**config.mk**
```make
export PLATFORM = sky130hd
export DESIGN_NAME = lsu_ctrl
export DESIGN_NICKNAME = d
export VERILOG_FILES = /design/src/rtl/lsu_pkg.sv /design/src/rtl/lsu_lane.sv /design/src/rtl/lsu_ctrl.sv
export SDC_FILE = /design/constraint.sdc
export NUM_CORES = 1
export LEC_CHECK = 0
export CORE_ASPECT_RATIO = 1.1
export CORE_MARGIN = 2
export CORE_UTILIZATION = 44
export CTS_CLUSTER_DIAMETER = 100
export DETAILED_ROUTE_END_ITERATION = 6
export HOLD_SLACK_MARGIN = 0.1
export PLACE_DENSITY = 0.88
export SLEW_MARGIN = 30
export SYNTH_ARGS = -nofsm -noshare
export SYNTH_HDL_FRONTEND = slang
export SYNTH_SLANG_ARGS = --single-unit
export TNS_END_PERCENT = 30
```
**constraint.sdc**
```tcl
create_clock -name clk -period 2 [get_ports clk]
set_input_delay 0.2 -clock clk [delete_from_list [all_inputs] [get_ports clk]]
set_output_delay 0.2 -clock clk [all_outputs]
set_load 0.02 [all_outputs]
```
**src/rtl/lsu_pkg.sv**
```systemverilog
// Shared types and helpers for the load/store unit.
// The optional LSU_ALIGN_CHECK_EN build uses misaligned() to reject unaligned half/word accesses.
package lsu_pkg;

    typedef enum logic [1:0] {
        SZ_B   = 2'b00,
        SZ_H   = 2'b01,
        SZ_W   = 2'b10,
        SZ_RSV = 2'b11
    } lsu_size_e;

    typedef enum logic [1:0] {
        S_IDLE  = 2'b00,
        S_READ  = 2'b01,
        S_WRITE = 2'b10,
        S_RESP  = 2'b11
    } lsu_state_e;

    localparam int unsigned WORD_BYTES = 4;

    // The reserved size code behaves exactly like a word access.
    function automatic logic is_word(input lsu_size_e size);
        return (size == SZ_W) || (size == SZ_RSV);
    endfunction

    function automatic logic misaligned(input lsu_size_e size, input logic [1:0] lo);
        logic bad;
        bad = 1'b0;
        if (size == SZ_H && lo[0]) bad = 1'b1;
        if (is_word(size) && lo != 2'b00) bad = 1'b1;
        return bad;
    endfunction

endpackage

```
**src/rtl/lsu_lane.sv**
```systemverilog
// Byte-lane logic: load extension and read-modify-write merge for sub-word stores.
// Purely combinational; the controller registers whatever it needs.
module lsu_lane
    import lsu_pkg::*;
(
    input  lsu_size_e   size,
    input  logic        uns,
    input  logic [31:0] mem_rd,
    input  logic [31:0] wdata,
    output logic [31:0] load_ext,
    output logic [31:0] store_merge
);

    always_comb begin
        load_ext    = mem_rd;
        store_merge = wdata;
        unique case (size)
            SZ_B: begin
                load_ext    = {{24{~uns & mem_rd[7]}}, mem_rd[7:0]};
                store_merge = {mem_rd[31:8], wdata[7:0]};
            end
            SZ_H: begin
                load_ext    = {{16{~uns & mem_rd[15]}}, mem_rd[15:0]};
                store_merge = {mem_rd[31:16], wdata[15:0]};
            end
            default: begin
                load_ext    = mem_rd;
                store_merge = wdata;
            end
        endcase
    end

endmodule

```
**src/rtl/lsu_ctrl.sv**
```systemverilog
// Load/store controller in front of a combinational-read, 4-byte-write memory.
// Define LSU_ALIGN_CHECK_EN to reject misaligned half/word accesses in addition to the range check.
module lsu_ctrl
    import lsu_pkg::*;
#(
    parameter int unsigned MEM_SIZE = 4096
) (
    input  logic        clk,
    input  logic        rst_n,
    input  logic        req_valid,
    output logic        req_ready,
    input  logic        req_we,
    input  logic [1:0]  req_size,
    input  logic        req_unsigned,
    input  logic [31:0] req_addr,
    input  logic [31:0] req_wdata,
    output logic        resp_valid,
    output logic [31:0] resp_rdata,
    output logic        resp_err,
    output logic [31:0] mem_ra,
    input  logic [31:0] mem_rd,
    output logic        mem_we,
    output logic [31:0] mem_wa,
    output logic [31:0] mem_wd,
    output lsu_state_e  dbg_state
);

    // Handshake: a request transfers on a rising clk edge where req_valid && req_ready;
    // req_ready is high only in IDLE, and resp_valid is a single-cycle pulse with no backpressure.

    localparam logic [31:0] LAST_WORD = 32'(MEM_SIZE - WORD_BYTES);

    lsu_state_e  state;
    lsu_size_e   size_q;
    lsu_size_e   req_size_e;
    logic        we_q;
    logic        uns_q;
    logic [31:0] addr_q;
    logic [31:0] wdata_q;
    logic [31:0] load_ext;
    logic [31:0] store_merge;
    logic        req_err;

    assign req_size_e = lsu_size_e'(req_size);

    always_comb begin
        req_err = (req_addr > LAST_WORD);
`ifdef LSU_ALIGN_CHECK_EN
        if (misaligned(req_size_e, req_addr[1:0])) req_err = 1'b1;
`else
        req_err = req_err | 1'b0;
`endif
    end

    lsu_lane u_lane (
        .size        (size_q),
        .uns         (uns_q),
        .mem_rd      (mem_rd),
        .wdata       (wdata_q),
        .load_ext    (load_ext),
        .store_merge (store_merge)
    );

    // Decoded from state so an asynchronous reset removes the write strobe immediately.
    assign mem_we    = (state == S_WRITE);
    assign req_ready = (state == S_IDLE);
    assign dbg_state = state;

    always_ff @(posedge clk or negedge rst_n) begin
        if (!rst_n) begin
            state      <= S_IDLE;
            we_q       <= 1'b0;
            uns_q      <= 1'b0;
            size_q     <= SZ_B;
            addr_q     <= '0;
            wdata_q    <= '0;
            resp_valid <= 1'b0;
            resp_rdata <= '0;
            resp_err   <= 1'b0;
            mem_ra     <= '0;
            mem_wa     <= '0;
            mem_wd     <= '0;
        end else begin
            resp_valid <= 1'b0;
            unique case (state)
                S_IDLE: begin
                    if (req_valid) begin
                        we_q       <= req_we;
                        uns_q      <= req_unsigned;
                        size_q     <= req_size_e;
                        addr_q     <= req_addr;
                        wdata_q    <= req_wdata;
                        resp_rdata <= '0;
                        if (req_err) begin
                            state      <= S_RESP;
                            resp_valid <= 1'b1;
                            resp_err   <= 1'b1;
                        end else if (req_we && is_word(req_size_e)) begin
                            state    <= S_WRITE;
                            mem_wa   <= req_addr;
                            mem_wd   <= req_wdata;
                            resp_err <= 1'b0;
                        end else begin
                            state    <= S_READ;
                            mem_ra   <= req_addr;
                            resp_err <= 1'b0;
                        end
                    end
                end
                S_READ: begin
                    if (we_q) begin
                        // Merge the new sub-word into the freshly read word, then write all 4 bytes.
                        state  <= S_WRITE;
                        mem_wa <= addr_q;
                        mem_wd <= store_merge;
                    end else begin
                        state      <= S_RESP;
                        resp_valid <= 1'b1;
                        resp_rdata <= load_ext;
                    end
                end
                S_WRITE: begin
                    state      <= S_RESP;
                    resp_valid <= 1'b1;
                    resp_rdata <= '0;
                end
                S_RESP: begin
                    state      <= S_IDLE;
                    resp_rdata <= '0;
                    resp_err   <= 1'b0;
                end
                default: state <= S_IDLE;
            endcase
        end
    end

endmodule

```
==> impl_metrics.csv, run 1 <==
group,metric,value,unit
run_status,outcome,"completed",
route,wl_per_cell,18.3,µm
place,place_hpwl,15000,µm
critical_path,end_kind,"flop",
route,ant_nets,0,
floorplanning,die-area,21200,µm²
layout,layout_common_cells,"clkdlybuf4s50_1, dfrtp_1, mux2_2",
sta,setup_violations,0,
clock_network,cts_sinks,200,
clock_network,worst_skew_pair.late_latency,0.43,ns
logic_synthesis,synth_seq_cells,200,
clock_network,numCtsBuffers,17,
logic_synthesis,synth.avg_cell_area,13.5,µm²
layout,n_antenna_cell,0,
critical_path,crit_buf_inv,2,
clock_network,cts_tree,"built",
global_routing,grt_max_degree,89,
global_routing,grt_pass1_vias,6335,
sta,skew,0.0110,ns
critical_path,worstSetupPathType,"primary input to flop",
critical_path,critical_path_arrival,2.30,ns
layout,finalInstanceArea,12400,µm²
global_routing,grt.total_usage,20.6,%
clock_network,clockBufferDepth,2,
route,drc,0,
sta,relSlewSlack,59.5,%
place,postPlaceCellArea,11800,µm²
floorplanning,chipWidth,139,µm
route,vias,6028,
place,port_buffers,236,
floorplanning,fp.dieH,153,µm
route,vias_per_cell,5.13,
layout,nets,1020,
worst_hold_path,min_path_type,"primary input to async pin",
power_and_ir_drop,peakVddDrop,844,µV
critical_path,crit_chain,"clkdlybuf4s50_1 > nor4_1 > nand3_1 > nor3_4 > and3_1 > buf_12 > mux2_2",
power_and_ir_drop,power.leakage,5.58,nW
sta,post-route-period-util,99.6,%
logic_synthesis,synth.distinct_cells,31,
clock_network,cts_setup_buffers,0,
sta,clock.fmax,502,MHz
clock_network,clk_pin_slew_worst_paths,0.07,ns
critical_path,path_delay_family,"simple AND/OR/NAND/NOR gates",
sta,worst_slew_pin_slew,0.604,ns
global_routing,grt_pass1_wl,34800,µm
place,globalplace.congestion,0.757,
critical_path,critPathSlowestCell,"clkdlybuf4s50_1",
logic_synthesis,ys.warnings.count,0,
floorplanning,start_util,44.7,%
sta,timing.final.crit_period,1.99,ns
clock_network,clockRootBuffer,"clkbuf_16",
route,firstDrtPassIters,4,
route,totalWireLength,21500,µm
layout,drive_gt1_share,28.9,%
layout,syn_to_final_growth,40.7,%
logic_synthesis,syn_area,8820,µm²
critical_path,cp.required,2.31,ns
sta,tns,0,ns
clock_network,cts-htree-levels,4,
logic_synthesis,seq_area_frac_synth,56.7,%
floorplanning,ioPinCount,237,
critical_path,critPathMaxStageDelay,0.44,ns
layout,post-route-util,62.9,%
logic_synthesis,syn-num-nets,760,
sta,hold_violations,0,
route,drtIter0Drc,285,
critical_path,regToRegSetupSlack,0.08,ns
floorplanning,core,19700,µm²
global_routing,overflow,0,
global_routing,grt_antenna_before_repair,0,
logic_synthesis,synthCells,653,
sta,final_max_slew_viol_count,0,
layout,final_common_cell,"clkdlybuf4s50_1",
floorplanning,rows,54,
critical_path,startpoint_type,"primary input",
flow_run,maxCapViolCount,0,
power_and_ir_drop,p_per_area,1510,nW/µm²
critical_path,path_max_fanout,13,
sta,whs,0.332,ns
[routing by layer]
| metal | GRT usage (%) | vias to the layer above | part of all wire, % |
|---|---|---|---|
| met1 | 27.6 | 3005 | 44 |
| met5 | 0 | - | 0 |
| met4 | 5.48 | 0 | 1.7 |
| met2 | 33.6 | 194 | 48 |
| li1 | - | 2800 | - |
| met3 | 5.50 | 29 | 6.2 |
[path summary, 6_finish.rpt]
path / from / endpoint / cells after the start
max: req_addr[20] / mem_ra[3] / 7
min: rst_n / resp_rdata[0] / 2
max reg2reg: dbg_state[0] / mem_wa[2] / 6
min reg2reg: resp_rdata[29] / resp_rdata[29] / 2
max in group asynchronous: rst_n / mem_ra[10] / 3
min in group clk: mem_rd[6] / resp_rdata[6] / 2
[synthesized netlist by cell type, drive strengths merged]
library cell  instances  area share, %
nor3                  2           0.17
nand4                 2           0.14
inv                   4           0.17
o21ai                29            1.6
dfrtp               200             57
o22ai                 1          0.071
a21oi                25            1.4
nor2b                37            2.6
nand3                 1          0.057
and2                  2           0.14
or2                   1          0.071
mux2                184             26
and3                  2           0.14
mux2i                17            1.9
nor3b                 1           0.14
clkbuf               22           0.94
buf                  17            1.5
nand2b                2           0.14
a41o                  1           0.11
nor2                 29            1.2
a31oi                 9           0.81
ha                    4           0.57
a22o                  8           0.79
o211ai                2           0.17
nand2                46            2.0
nor4                  5           0.35
[through the flow]
| stage | total power [mW] | instances | setup WS, ns |
|---|---|---|---|
| 2_1_floorplan | 11.8 | 653 | -0.0895 |
| 3_3_place_gp | 14.9 | 1145 | -0.431 |
| 3_5_place_dp | 15.2 | 1145 | -0.475 |
| 4_1_cts | 18.9 | 1176 | 0.0237 |
| 5_1_grt | 19.7 | 1176 | -0.0498 |
| 6_report | 18.7 | 1176 | 0.00710 |
[timing repair]
item / 4_1_cts / 5_1_grt
hold buffers: 1 / 0
endpoints found under the setup margin: 20 / 96
gates cloned: 0 / 0
endpoints found under the hold margin: 60 / 0
resized for setup: 4 / 3
pin swaps: 0 / 2
[kinds of logic after synthesis]
| logic type | after synthesis | share of synthesized area (%) |
|---|---|---|
| simple gates | 130 | 7.17 |
| fa+ha+maj | 4 | 0.567 |
| flops | 200 | 56.7 |
| compound gates | 75 | 5.02 |
| buf+inv | 43 | 2.57 |
| mux | 201 | 28.0 |
[state kept, by name (all words and copies together) (netlist names), 2 cells and up]
signal      count
size_q          2
addr_q         32
resp_rdata     32
mem_wa         32
dbg_state       2
mem_wd         32
mem_ra         32
wdata_q        32
[final cells by class]
class,count,area (µm²)
Clock buffer,20,447
Clock inverter,10,166
Fill cell,1476,7320
Inverter,4,15.0
Multi-Input combinational cell,410,3650
Sequential cell,200,5010
Tap cell,252,315
Timing Repair Buffer,280,2810
[report_power, final]
group	internal (mW)	total, mW	switching (mW)
clock	2.13	3.66	1.53
sequential	5.67	6.59	0.924
combinational	4.64	8.47	3.83
[worst reg2reg max path, stage by stage, from the launching register on]
cell	delay, ns
dfrtp_2	0.44
inv_2	0.08
ha_4	0.19
and2_4	0.17
a31oi_4	0.24
buf_4	0.32
mux2_2	0.38
Power figures use the tool's default switching activity.
==> inputs of run 2 (changes only) <==
PLACE_DENSITY = 0.85   (was 0.88)
clock period = 2.3 ns   (was 2 ns; I/O delays follow)
==> impl_metrics.csv, run 2 (synthesis gave the netlist of run 1 again) <==
group,metric,value,unit
run_status,outcome,"completed",
power_and_ir_drop,peakVddDrop,687,µV
layout,syn_to_final_growth,39.7,%
worst_hold_path,min_path_type,"primary input to async pin",
floorplanning,ioPinCount,237,
sta,rsz0062_at_grt,"false",
route,drc,0,
place,port_buffers,236,
critical_path,worstSetupPathType,"flop to primary output",
sta,setup_violations,0,
global_routing,grt_pass1_wl,34700,µm
layout,post-route-util,62.5,%
sta,post-route-period-util,94.1,%
layout,final_cells,1173,
floorplanning,rows,54,
sta,worst_slew_pin_slew,0.589,ns
route,vias_per_cell,5.16,
critical_path,cp.required,2.07,ns
global_routing,grt_antenna_before_repair,2,
sta,final_max_slew_viol_count,0,
clock_network,numCtsBuffers,17,
power_and_ir_drop,total_power,16.1,mW
global_routing,grt_max_degree,89,
place,globalplace.congestion,0.764,
clock_network,cts_sinks,200,
clock_network,clockBufferDepth,2,
global_routing,overflow,0,
clock_network,cts-htree-levels,4,
layout,final_common_cell,"clkdlybuf4s50_1",
route,vias,6053,
critical_path,startpoint_type,"flop",
place,postPlaceCellArea,11700,µm²
clock_network,cts_tree,"built",
global_routing,grt_pass1_vias,6234,
floorplanning,core,19700,µm²
floorplanning,chipWidth,139,µm
place,dp_cells,1138,
route,wl_per_cell,18.3,µm
sta,whs,0.342,ns
layout,finalInstanceArea,12300,µm²
layout,drive_gt1_share,28.0,%
route,drtIter0Drc,292,
route,firstDrtPassIters,4,
critical_path,end_kind,"primary output",
sta,clock.fmax,462,MHz
sta,timing.final.crit_period,2.17,ns
power_and_ir_drop,p_per_area,1310,nW/µm²
floorplanning,die-area,21200,µm²
layout,layout_common_cells,"clkdlybuf4s50_1, dfrtp_1, mux2_2",
clock_network,clk_pin_slew_worst_paths,0.07,ns
clock_network,worst_skew_pair.late_latency,0.42,ns
sta,hold_violations,0,
layout,nets,1013,
place,place_hpwl,15100,µm
floorplanning,fp.dieH,153,µm
flow_run,maxCapViolCount,0,
power_and_ir_drop,power.leakage,5.52,nW
layout,fillers,1542,
clock_network,clockRootBuffer,"clkbuf_16",
global_routing,grt.total_usage,20.6,%
route,ant_nets,0,
sta,skew,0.00791,ns
critical_path,path_max_fanout,10,
route,totalWireLength,21500,µm
sta,relSlewSlack,60.6,%
floorplanning,start_util,44.7,%
critical_path,critical_path_arrival,1.94,ns
[run 2: cell types whose count changed in the layout (fill, tap and decap cells not counted), sizes merged]
cell           previous run  this run
buf                      43        36
clkinvlp                  2         5
bufinv                    4         2
clkdlybuf4s50           233       235
clkinv                    1         2
diode                     0         2
clkbuf                   21        20
inv                       7         8
dlygate4sd2               2         0
[run 2: final timing paths]
check                               start              to  slack (ns)  cells past startpoint
max                          dbg_state[0]       req_ready        0.13                      3
min                                 rst_n  resp_rdata[12]        0.34                      2
max reg2reg                  dbg_state[0]      mem_wd[26]        0.28                      6
min reg2reg                resp_rdata[11]  resp_rdata[11]        0.48                      2
max in group asynchronous           rst_n  resp_rdata[30]        1.14                      3
min in group clk              req_size[0]       size_q[0]        0.42                      2
[run 2: worst max-delay path, cell delays in order (launching register included)]
cell             delay [ns]
dfrtp_2                0.45
inv_1                  0.10
ha_2                   0.29
clkdlybuf4s50_1        0.67
[run 2: power breakdown]
part,switching (mW),internal (mW),total (mW)
logic,3.30,4.05,7.35
clock network,1.37,1.64,3.01
registers,0.819,4.93,5.75
total,5.49,10.6,16.1
[run 2: stage by stage]
step	TNS [ns]	setup slack, ns
2_1_floorplan	0	0.0564
3_3_place_gp	-9.45	-0.135
3_5_place_dp	-13.41	-0.183
4_1_cts	0	0.110
5_1_grt	0	0.0369
6_report	0	0.135
[run 2: timing repair]
item | in CTS | in global routing
gates resized for setup | 0 | 1
hold buffers | 1 | 0
endpoints found under the setup margin | 0 | 6
setup buffers | 0 | 0
hold endpoints to repair | 60 | 0
[run 2: layer usage]
| layer | global-route usage (%) | part of all wire [%] | wire length, µm | vias to the layer above |
|---|---|---|---|---|
| met5 | 0 | 0 | 0 | - |
| met4 | 5.53 | 1.6 | 339 | 0 |
| met3 | 5.53 | 7.0 | 1490 | 20 |
| met2 | 33.4 | 48 | 10400 | 198 |
| met1 | 27.8 | 43 | 9240 | 3050 |
| li1 | - | - | - | 2785 |
[run 2: cell type report]
type / count / area [µm²] / share of cell area [%]
Sequential cell: 200 / 5010 / 40.6
Antenna cell: 2 / 5.00 / 0.0406
Inverter: 4 / 15.0 / 0.122
Tap cell: 252 / 315 / 2.56
Timing Repair Buffer: 273 / 2780 / 22.6
Multi-Input combinational cell: 410 / 3610 / 29.3
Clock inverter: 13 / 143 / 1.16
Clock buffer: 19 / 443 / 3.59
